File: config.mk
export PLATFORM = sky130hd
export DESIGN_NAME = decode_stage
export DESIGN_NICKNAME = d
export VERILOG_FILES = /design/src/rtl/decode_stage.sv
export SDC_FILE = /design/constraint.sdc
export NUM_CORES = 1
export LEC_CHECK = 0
export BUFFER_PORTS_ARGS = -buffer_cell sky130_fd_sc_hd__buf_2
export CAP_MARGIN = 20
export CORE_AREA = 3 3 134 136
export CTS_BUF_LIST = sky130_fd_sc_hd__clkbuf_4 sky130_fd_sc_hd__clkbuf_8
export CTS_CLUSTER_DIAMETER = 50
export DETAILED_ROUTE_END_ITERATION = 10
export DIE_AREA = 0 0 137 139
export GPL_ROUTABILITY_DRIVEN = 0
export GPL_TIMING_DRIVEN = 0
export PLACE_DENSITY = 0.75
export SLEW_MARGIN = 20
export SYNTH_ARGS = -nofsm -noshare
export SYNTH_HDL_FRONTEND = slang
export SYNTH_SLANG_ARGS = --single-unit
export TNS_END_PERCENT = 100
File: constraint.sdc
create_clock -name clk -period 5.5 [get_ports clk]
set_input_delay 0.55 -clock clk [delete_from_list [all_inputs] [get_ports clk]]
set_output_delay 0.55 -clock clk [all_outputs]
set_load 0.03 [all_outputs]
File: src/rtl/decode_stage.sv
// decode_stage: ID stage of a MIPS-style pipeline.
// Decodes the fetched instruction and returns jump/branch targets to fetch
// in the same cycle. Detects load-use hazards and registers the decoded
// fields into the ID/EX register. HLT drives a sticky halted state.
module decode_stage #(
  parameter int         XLEN       = 32,
  parameter logic [5:0] HLT_OPCODE = 6'b111111
) (
  input  logic            clk,
  input  logic            reset,
  input  logic [XLEN-1:0] instruction,
  input  logic [XLEN-1:0] PC4_f,
  input  logic [XLEN-1:0] rd1_data,
  input  logic [XLEN-1:0] rd2_data,
  input  logic            wrong,
  output logic            stall_fetch_now,
  output logic            jump,
  output logic            jump_r,
  output logic [XLEN-1:0] NPC4_jr,
  output logic [XLEN-1:0] branch,
  output logic            hlt,
  output logic            ex_valid,
  output logic [4:0]      ex_rs,
  output logic [4:0]      ex_rt,
  output logic [4:0]      ex_rd,
  output logic [XLEN-1:0] ex_a,
  output logic [XLEN-1:0] ex_b,
  output logic [XLEN-1:0] ex_imm,
  output logic [XLEN-1:0] ex_pc4,
  output logic [2:0]      ex_alu_op,
  output logic            ex_alu_src,
  output logic            ex_reg_write,
  output logic            ex_mem_read,
  output logic            ex_mem_write,
  output logic            ex_is_branch,
  output logic            ex_bne
);

  typedef enum logic [1:0] {RUN, STALL, HALT} state_t;

  typedef struct packed {
    logic            valid;
    logic [4:0]      rs;
    logic [4:0]      rt;
    logic [4:0]      rd;
    logic [XLEN-1:0] a;
    logic [XLEN-1:0] b;
    logic [XLEN-1:0] imm;
    logic [XLEN-1:0] pc4;
    logic [2:0]      aluOp;
    logic            aluSrc;
    logic            regWrite;
    logic            memRead;
    logic            memWrite;
    logic            isBranch;
    logic            bne;
  } idex_t;

  state_t r_state;
  logic   r_hlt;
  idex_t  r_idEx;

  logic [5:0]      w_opcode;
  logic [5:0]      w_funct;
  logic [4:0]      w_rs;
  logic [4:0]      w_rt;
  logic [4:0]      w_rdField;
  logic [XLEN-1:0] w_imm;
  logic [XLEN-1:0] w_jTarget;
  logic [XLEN-1:0] w_bTarget;

  logic       w_isAluR;
  logic [2:0] w_rAluOp;
  logic       w_isJr;
  logic       w_isLw;
  logic       w_isSw;
  logic       w_isBeq;
  logic       w_isBne;
  logic       w_isAddi;
  logic       w_isJ;
  logic       w_isJal;
  logic       w_isHlt;
  logic       w_isValid;
  logic       w_readsRs;
  logic       w_readsRt;
  logic       w_hazard;
  logic       w_gate;
  idex_t      w_dec;

  assign w_opcode  = instruction[31:26];
  assign w_rs      = instruction[25:21];
  assign w_rt      = instruction[20:16];
  assign w_rdField = instruction[15:11];
  assign w_funct   = instruction[5:0];
  assign w_imm     = {{(XLEN-16){instruction[15]}}, instruction[15:0]};
  assign w_jTarget = {PC4_f[31:28], instruction[25:0], 2'b00};
  assign w_bTarget = PC4_f + (w_imm << 2);
  assign w_isHlt   = (w_opcode == HLT_OPCODE);

  // Classify the instruction; unrecognised encodings leave every flag low (NOP)
  always_comb begin
    w_isAluR = 1'b0;
    w_rAluOp = 3'b000;
    w_isJr   = 1'b0;
    w_isLw   = 1'b0;
    w_isSw   = 1'b0;
    w_isBeq  = 1'b0;
    w_isBne  = 1'b0;
    w_isAddi = 1'b0;
    w_isJ    = 1'b0;
    w_isJal  = 1'b0;
    case (w_opcode)
      6'b000000: begin
        case (w_funct)
          6'b100000: begin w_isAluR = 1'b1; w_rAluOp = 3'b000; end
          6'b100010: begin w_isAluR = 1'b1; w_rAluOp = 3'b001; end
          6'b100100: begin w_isAluR = 1'b1; w_rAluOp = 3'b010; end
          6'b100101: begin w_isAluR = 1'b1; w_rAluOp = 3'b011; end
          6'b101010: begin w_isAluR = 1'b1; w_rAluOp = 3'b100; end
          6'b001000: w_isJr = 1'b1;
          default:   ;
        endcase
      end
      6'b100011: w_isLw   = 1'b1;
      6'b101011: w_isSw   = 1'b1;
      6'b000100: w_isBeq  = 1'b1;
      6'b000101: w_isBne  = 1'b1;
      6'b001000: w_isAddi = 1'b1;
      6'b000010: w_isJ    = 1'b1;
      6'b000011: w_isJal  = 1'b1;
      default:   ;
    endcase
  end

  assign w_isValid = w_isAluR | w_isJr | w_isLw | w_isSw | w_isBeq | w_isBne |
                     w_isAddi | w_isJ | w_isJal;
  assign w_readsRs = w_isAluR | w_isJr | w_isLw | w_isSw | w_isBeq | w_isBne | w_isAddi;
  assign w_readsRt = w_isAluR | w_isJr | w_isSw | w_isBeq | w_isBne;

  // Build the ID/EX contents the current instruction would load
  always_comb begin
    w_dec = '0;
    if (w_isValid) begin
      w_dec.valid    = 1'b1;
      w_dec.imm      = w_imm;
      w_dec.pc4      = PC4_f;
      w_dec.memRead  = w_isLw;
      w_dec.memWrite = w_isSw;
      w_dec.bne      = w_isBne;
      if (w_isJal) begin
        w_dec.a        = PC4_f;
        w_dec.rd       = 5'd31;
        w_dec.regWrite = 1'b1;
      end else if (!w_isJ) begin
        w_dec.rs = w_rs;
        w_dec.rt = w_rt;
        w_dec.a  = rd1_data;
        w_dec.b  = rd2_data;
      end
      if (w_isAluR) begin
        w_dec.rd       = w_rdField;
        w_dec.aluOp    = w_rAluOp;
        w_dec.regWrite = 1'b1;
      end
      if (w_isLw || w_isAddi) begin
        w_dec.rd       = w_rt;
        w_dec.aluSrc   = 1'b1;
        w_dec.regWrite = 1'b1;
      end
      if (w_isSw) begin
        w_dec.aluSrc = 1'b1;
      end
      if (w_isBeq || w_isBne) begin
        w_dec.aluOp    = 3'b001;
        w_dec.isBranch = 1'b1;
      end
    end
  end

  // A load in EX whose target feeds this instruction forces one bubble
  assign w_hazard = (r_state == RUN) && r_idEx.valid && r_idEx.memRead &&
                    (r_idEx.rt != 5'd0) &&
                    ((w_readsRs && (r_idEx.rt == w_rs)) ||
                     (w_readsRt && (r_idEx.rt == w_rt)));

  assign w_gate          = wrong || (r_state == HALT);
  assign stall_fetch_now = w_hazard && !w_gate;
  assign jump            = (w_isJ || w_isJal) && !w_gate;
  assign jump_r          = w_isJr && !w_gate;
  assign NPC4_jr         = rd1_data;

  // Redirect target for fetch; zero for anything that is not a jump or branch
  always_comb begin
    branch = '0;
    if (!w_gate) begin
      if (w_isJ || w_isJal) begin
        branch = w_jTarget;
      end else if (w_isBeq || w_isBne) begin
        branch = w_bTarget;
      end
    end
  end

  // Pipeline control: flush, halt, hazard bubble or normal load, in that priority
  always_ff @(posedge clk or negedge reset) begin
    if (!reset) begin
      r_state <= RUN;
      r_hlt   <= 1'b0;
      r_idEx  <= '0;
    end else if (wrong) begin
      r_idEx <= '0;
      if (r_state != HALT) begin
        r_state <= RUN;
      end
    end else if (r_state == HALT) begin
      r_idEx <= '0;
    end else if (w_isHlt) begin
      r_idEx  <= '0;
      r_state <= HALT;
      r_hlt   <= 1'b1;
    end else if (w_hazard) begin
      r_idEx  <= '0;
      r_state <= STALL;
    end else begin
      r_idEx  <= w_dec;
      r_state <= RUN;
    end
  end

  assign hlt          = r_hlt;
  assign ex_valid     = r_idEx.valid;
  assign ex_rs        = r_idEx.rs;
  assign ex_rt        = r_idEx.rt;
  assign ex_rd        = r_idEx.rd;
  assign ex_a         = r_idEx.a;
  assign ex_b         = r_idEx.b;
  assign ex_imm       = r_idEx.imm;
  assign ex_pc4       = r_idEx.pc4;
  assign ex_alu_op    = r_idEx.aluOp;
  assign ex_alu_src   = r_idEx.aluSrc;
  assign ex_reg_write = r_idEx.regWrite;
  assign ex_mem_read  = r_idEx.memRead;
  assign ex_mem_write = r_idEx.memWrite;
  assign ex_is_branch = r_idEx.isBranch;
  assign ex_bne       = r_idEx.bne;

endmodule

==> flow_summary_export.csv <==
group,metric,value,unit
synth,synth_ff_type,"dfrtp_1",
synth,yosys-top-cells-area,"dfrtp_1, and2_1, ha_1, buf_4, a22o_1",
synth,synthCells,721,
clocking,cts.hold.buffers_added,1,
die,floorplan.initialDensity,0.4285,
layout,layout-drive-gt1-share,0.4051,
routing,drt_iter0_markers,334,
synth,ys_ff_latch,140,
routing,drc,0,
clocking,cts_sinks,140,
routing,vias_per_cell,5.103,
synth,synthSimpleGateAreaFrac,0.1924,
critical_path,arrival,3.50,ns
routing,firstDrtPassIters,5,
place,place_inst,1298,
pwr,irDropWorstVdd,0.0001698,V
critical_path,startpoint_type,"primary input",
global_route,grt_util_all_layers,0.2412,
sta,worstMarginPinSlew,0.7428,ns
clocking,cts_buffer_depth,2,
critical_path,worst_setup_path_end_kind,"primary output",
critical_path,worstPathRequired,4.95,ns
synth,synthAdderAreaFrac,0.05239,
critical_path,worst-setup-path-type,"in -> out",
clocking,post_cts_buffers,0,
status,status,"finished clean",
die,core,17060,um^2
synth,ys_warn_count,0,
worst_hold_path,holdCritPathClass,"in -> reg",
pwr,power.internal,1.602,mW
synth,synth.area.mux_share,0.001370,
pwr,comb_power_share,0.157,
synth,synth-xor-area-share,0.04075,
die,die_h,139,um
die,num_io_pins,352,
synth,ys_seq_area_frac,0.4794,
synth,synth_top_family_by_area,"simple AND/OR/NAND/NOR gates",
sta,final.setup.tns,0,ns
synth,synth_top_area_frac,0.4794,
sta,rsz0062_at_grt,"false",
layout,synthToLayoutAreaGrowth,34.39,%
pwr,p_per_area,233.0,nW/um^2
global_route,antenna_found_initial,1,
global_route,grt_pass1_wl,35270,um
die,die_w,137,um
routing,ant_nets,0,
synth,yosysTopAreaCell,"dfrtp_1",
sta,final.setup_skew,0.01238,ns
die,rows,48,
clocking,h-tree-depth,4,
clocking,clkTransAtPathRegs,0.09,ns
sta,min_period,4.050,ns
synth,synth_compound_area_frac,0.1623,
place,io_buffers,351,
layout,nFillCells,1551,
layout,final_cells,1332,
pwr,p_sw_frac,0.3002,
routing,routed_wl,23610,um
synth,synth.distinct_cells,63,
sta,setup_slack,1.450,ns
job,maxCapViolCount,0,
sta,fin_crit_sh,0.7364,
global_route,grt_max_degree,88,
clocking,root_buffer,"clkbuf_8",
sta,drv_slew,0,
synth,async_flop_share,1.000,
pwr,clock_power_share,0.393,
sta,max_freq,246.9,MHz
routing,vias,6797,
synth,synth_edf_count,0,
clocking,cts_buffers,17,
sta,hold_ws,0.2871,ns
pwr,switchingPower,0.6871,mW
synth,synthesis.area,7308,um^2
layout,most-common-layout-cells,"buf_2, dfrtp_1, and2_1",
place,place_ws,1.546,ns
clocking,cts_tree,"done",
sta,max_slew_margin,0.5048,
global_route,overflow,0,
die,die_area,19040,um^2
sta,hold_viol_final,0,
layout,layout_commonest_cell,"buf_2",
clocking,cts_resized,0,
critical_path,cp_max_fo,6,
synth,synth_area_per_cell,10.14,um^2
sta,setup_viol,0,
pwr,p_leak,5.596,nW
place,place_hpwl,18670,um
synth,synth_fp_nets,882,
clocking,insertion_delay,0.46,ns
layout,nets,1254,
critical_path,r2r_slack,2.58,ns
pwr,seqPwrFrac,0.449,
routing,wl_per_cell,17.72,um
global_route,grt_pass1_vias,6435,
[through the flow]
step	total power, mW	utilization	area (um^2)
2_1_floorplan	1.259	-	7308
3_3_place_gp	1.398	0.5480	9346
3_5_place_dp	1.406	0.5502	9384
4_1_cts	2.306	0.5757	9819
5_1_grt	2.388	0.5759	9822
6_report	2.289	0.5759	9822
[cell families (layout without fill, tap and decap cells)]
family | after synthesis | count (layout)
XOR/XNOR | 34 | 34
multiplexers | 1 | 1
adder cells (fa/ha/maj) | 30 | 30
other | 0 | 1
buffers and inverters | 89 | 474
AO/OA/AOI/OAI | 171 | 171
AND/OR/NAND/NOR | 256 | 256
flip-flops | 140 | 140
[final cells by class]
class / count / area [um^2] / share of cell area
Inverter: 5 / 18.77 / 0.001911
Clock inverter: 15 / 191.4 / 0.01949
Clock buffer: 17 / 234.0 / 0.02382
Antenna cell: 1 / 2.502 / 0.0002548
Sequential cell: 140 / 3503 / 0.3567
Timing Repair Buffer: 353 / 1804 / 0.1837
Buffer: 84 / 503.0 / 0.05121
Tap cell: 225 / 281.5 / 0.02866
Multi-Input combinational cell: 492 / 3283 / 0.3343
[power by group through the flow]
| stage | combinational, mW | clock (mW) | sequential, mW |
|---|---|---|---|
| after floorplan | 0.210 | 0 | 1.05 |
| after global placement | 0.349 | 0 | 1.05 |
| after detailed placement | 0.357 | 0 | 1.05 |
| after CTS | 0.360 | 0.918 | 1.03 |
| after global routing | 0.397 | 0.963 | 1.03 |
| final | 0.360 | 0.900 | 1.03 |
[state kept, by name (all words and copies together), names as in the netlist]
name,cells
ex_mem_write,1
ex_rs,5
ex_is_branch,1
ex_reg_write,1
ex_a,32
ex_rd,5
r_state,2
ex_mem_read,1
ex_rt,5
ex_bne,1
hlt,1
ex_valid,1
ex_pc4,32
ex_b,32
ex_imm,16
ex_alu_src,1
ex_alu_op,3
[metal layers]
| metal | part of all wire | global-route usage |
|---|---|---|
| met5 | 0 | 0 |
| met4 | 0.023 | 0.08403 |
| met3 | 0.072 | 0.05298 |
| met2 | 0.51 | 0.4180 |
| met1 | 0.40 | 0.2938 |
[synth_stat cells (3+ instances only)]
| cell | number |
|---|---|
| a21o_1 | 16 |
| nor2b_1 | 4 |
| or2_2 | 3 |
| and4_1 | 4 |
| o21a_1 | 3 |
| buf_4 | 48 |
| and2_1 | 94 |
| nand3b_1 | 4 |
| o21bai_1 | 6 |
| nand4_1 | 6 |
| inv_1 | 5 |
| and3_1 | 5 |
| a211oi_1 | 3 |
| ha_1 | 29 |
| a31oi_1 | 5 |
| a22o_1 | 36 |
| o21ai_0 | 41 |
| nor4_1 | 3 |
| xnor2_1 | 17 |
| a21oi_1 | 31 |
| nand3_1 | 16 |
| nor2_1 | 31 |
| xor2_1 | 17 |
| nor3b_1 | 5 |
| nand2b_1 | 5 |
| nor3_1 | 13 |
| clkbuf_1 | 30 |
| or3_1 | 3 |
| nand2_1 | 51 |
| buf_2 | 6 |
| dfrtp_1 | 140 |
[critical path, stage by stage]
cell and delay [ns]:
buf_2 0.14, ha_1 0.20, fa_1 0.24, a211oi_1 0.09, o21bai_1 0.21, nand4_1 0.15
a31oi_1 0.47, a21oi_1 0.25, o41ai_1 0.59, a41oi_1 0.19, o21ai_0 0.20, buf_2 0.23
[worst paths after layout]
| kind | startpoint | end | depth (start not counted) |
|---|---|---|---|
| min in group asynchronous | reset | ex_rt[0] | 2 |
| worst max-delay path | instruction[0] | branch[28] | 12 |
| worst min-delay path | rd2_data[25] | ex_b[25] | 2 |
| max in group asynchronous | reset | ex_b[24] | 3 |
| worst min register to register | hlt | hlt | 1 |
| worst max register to register | ex_rt[1] | ex_b[5] | 10 |
Power figures use the tool's default switching activity.
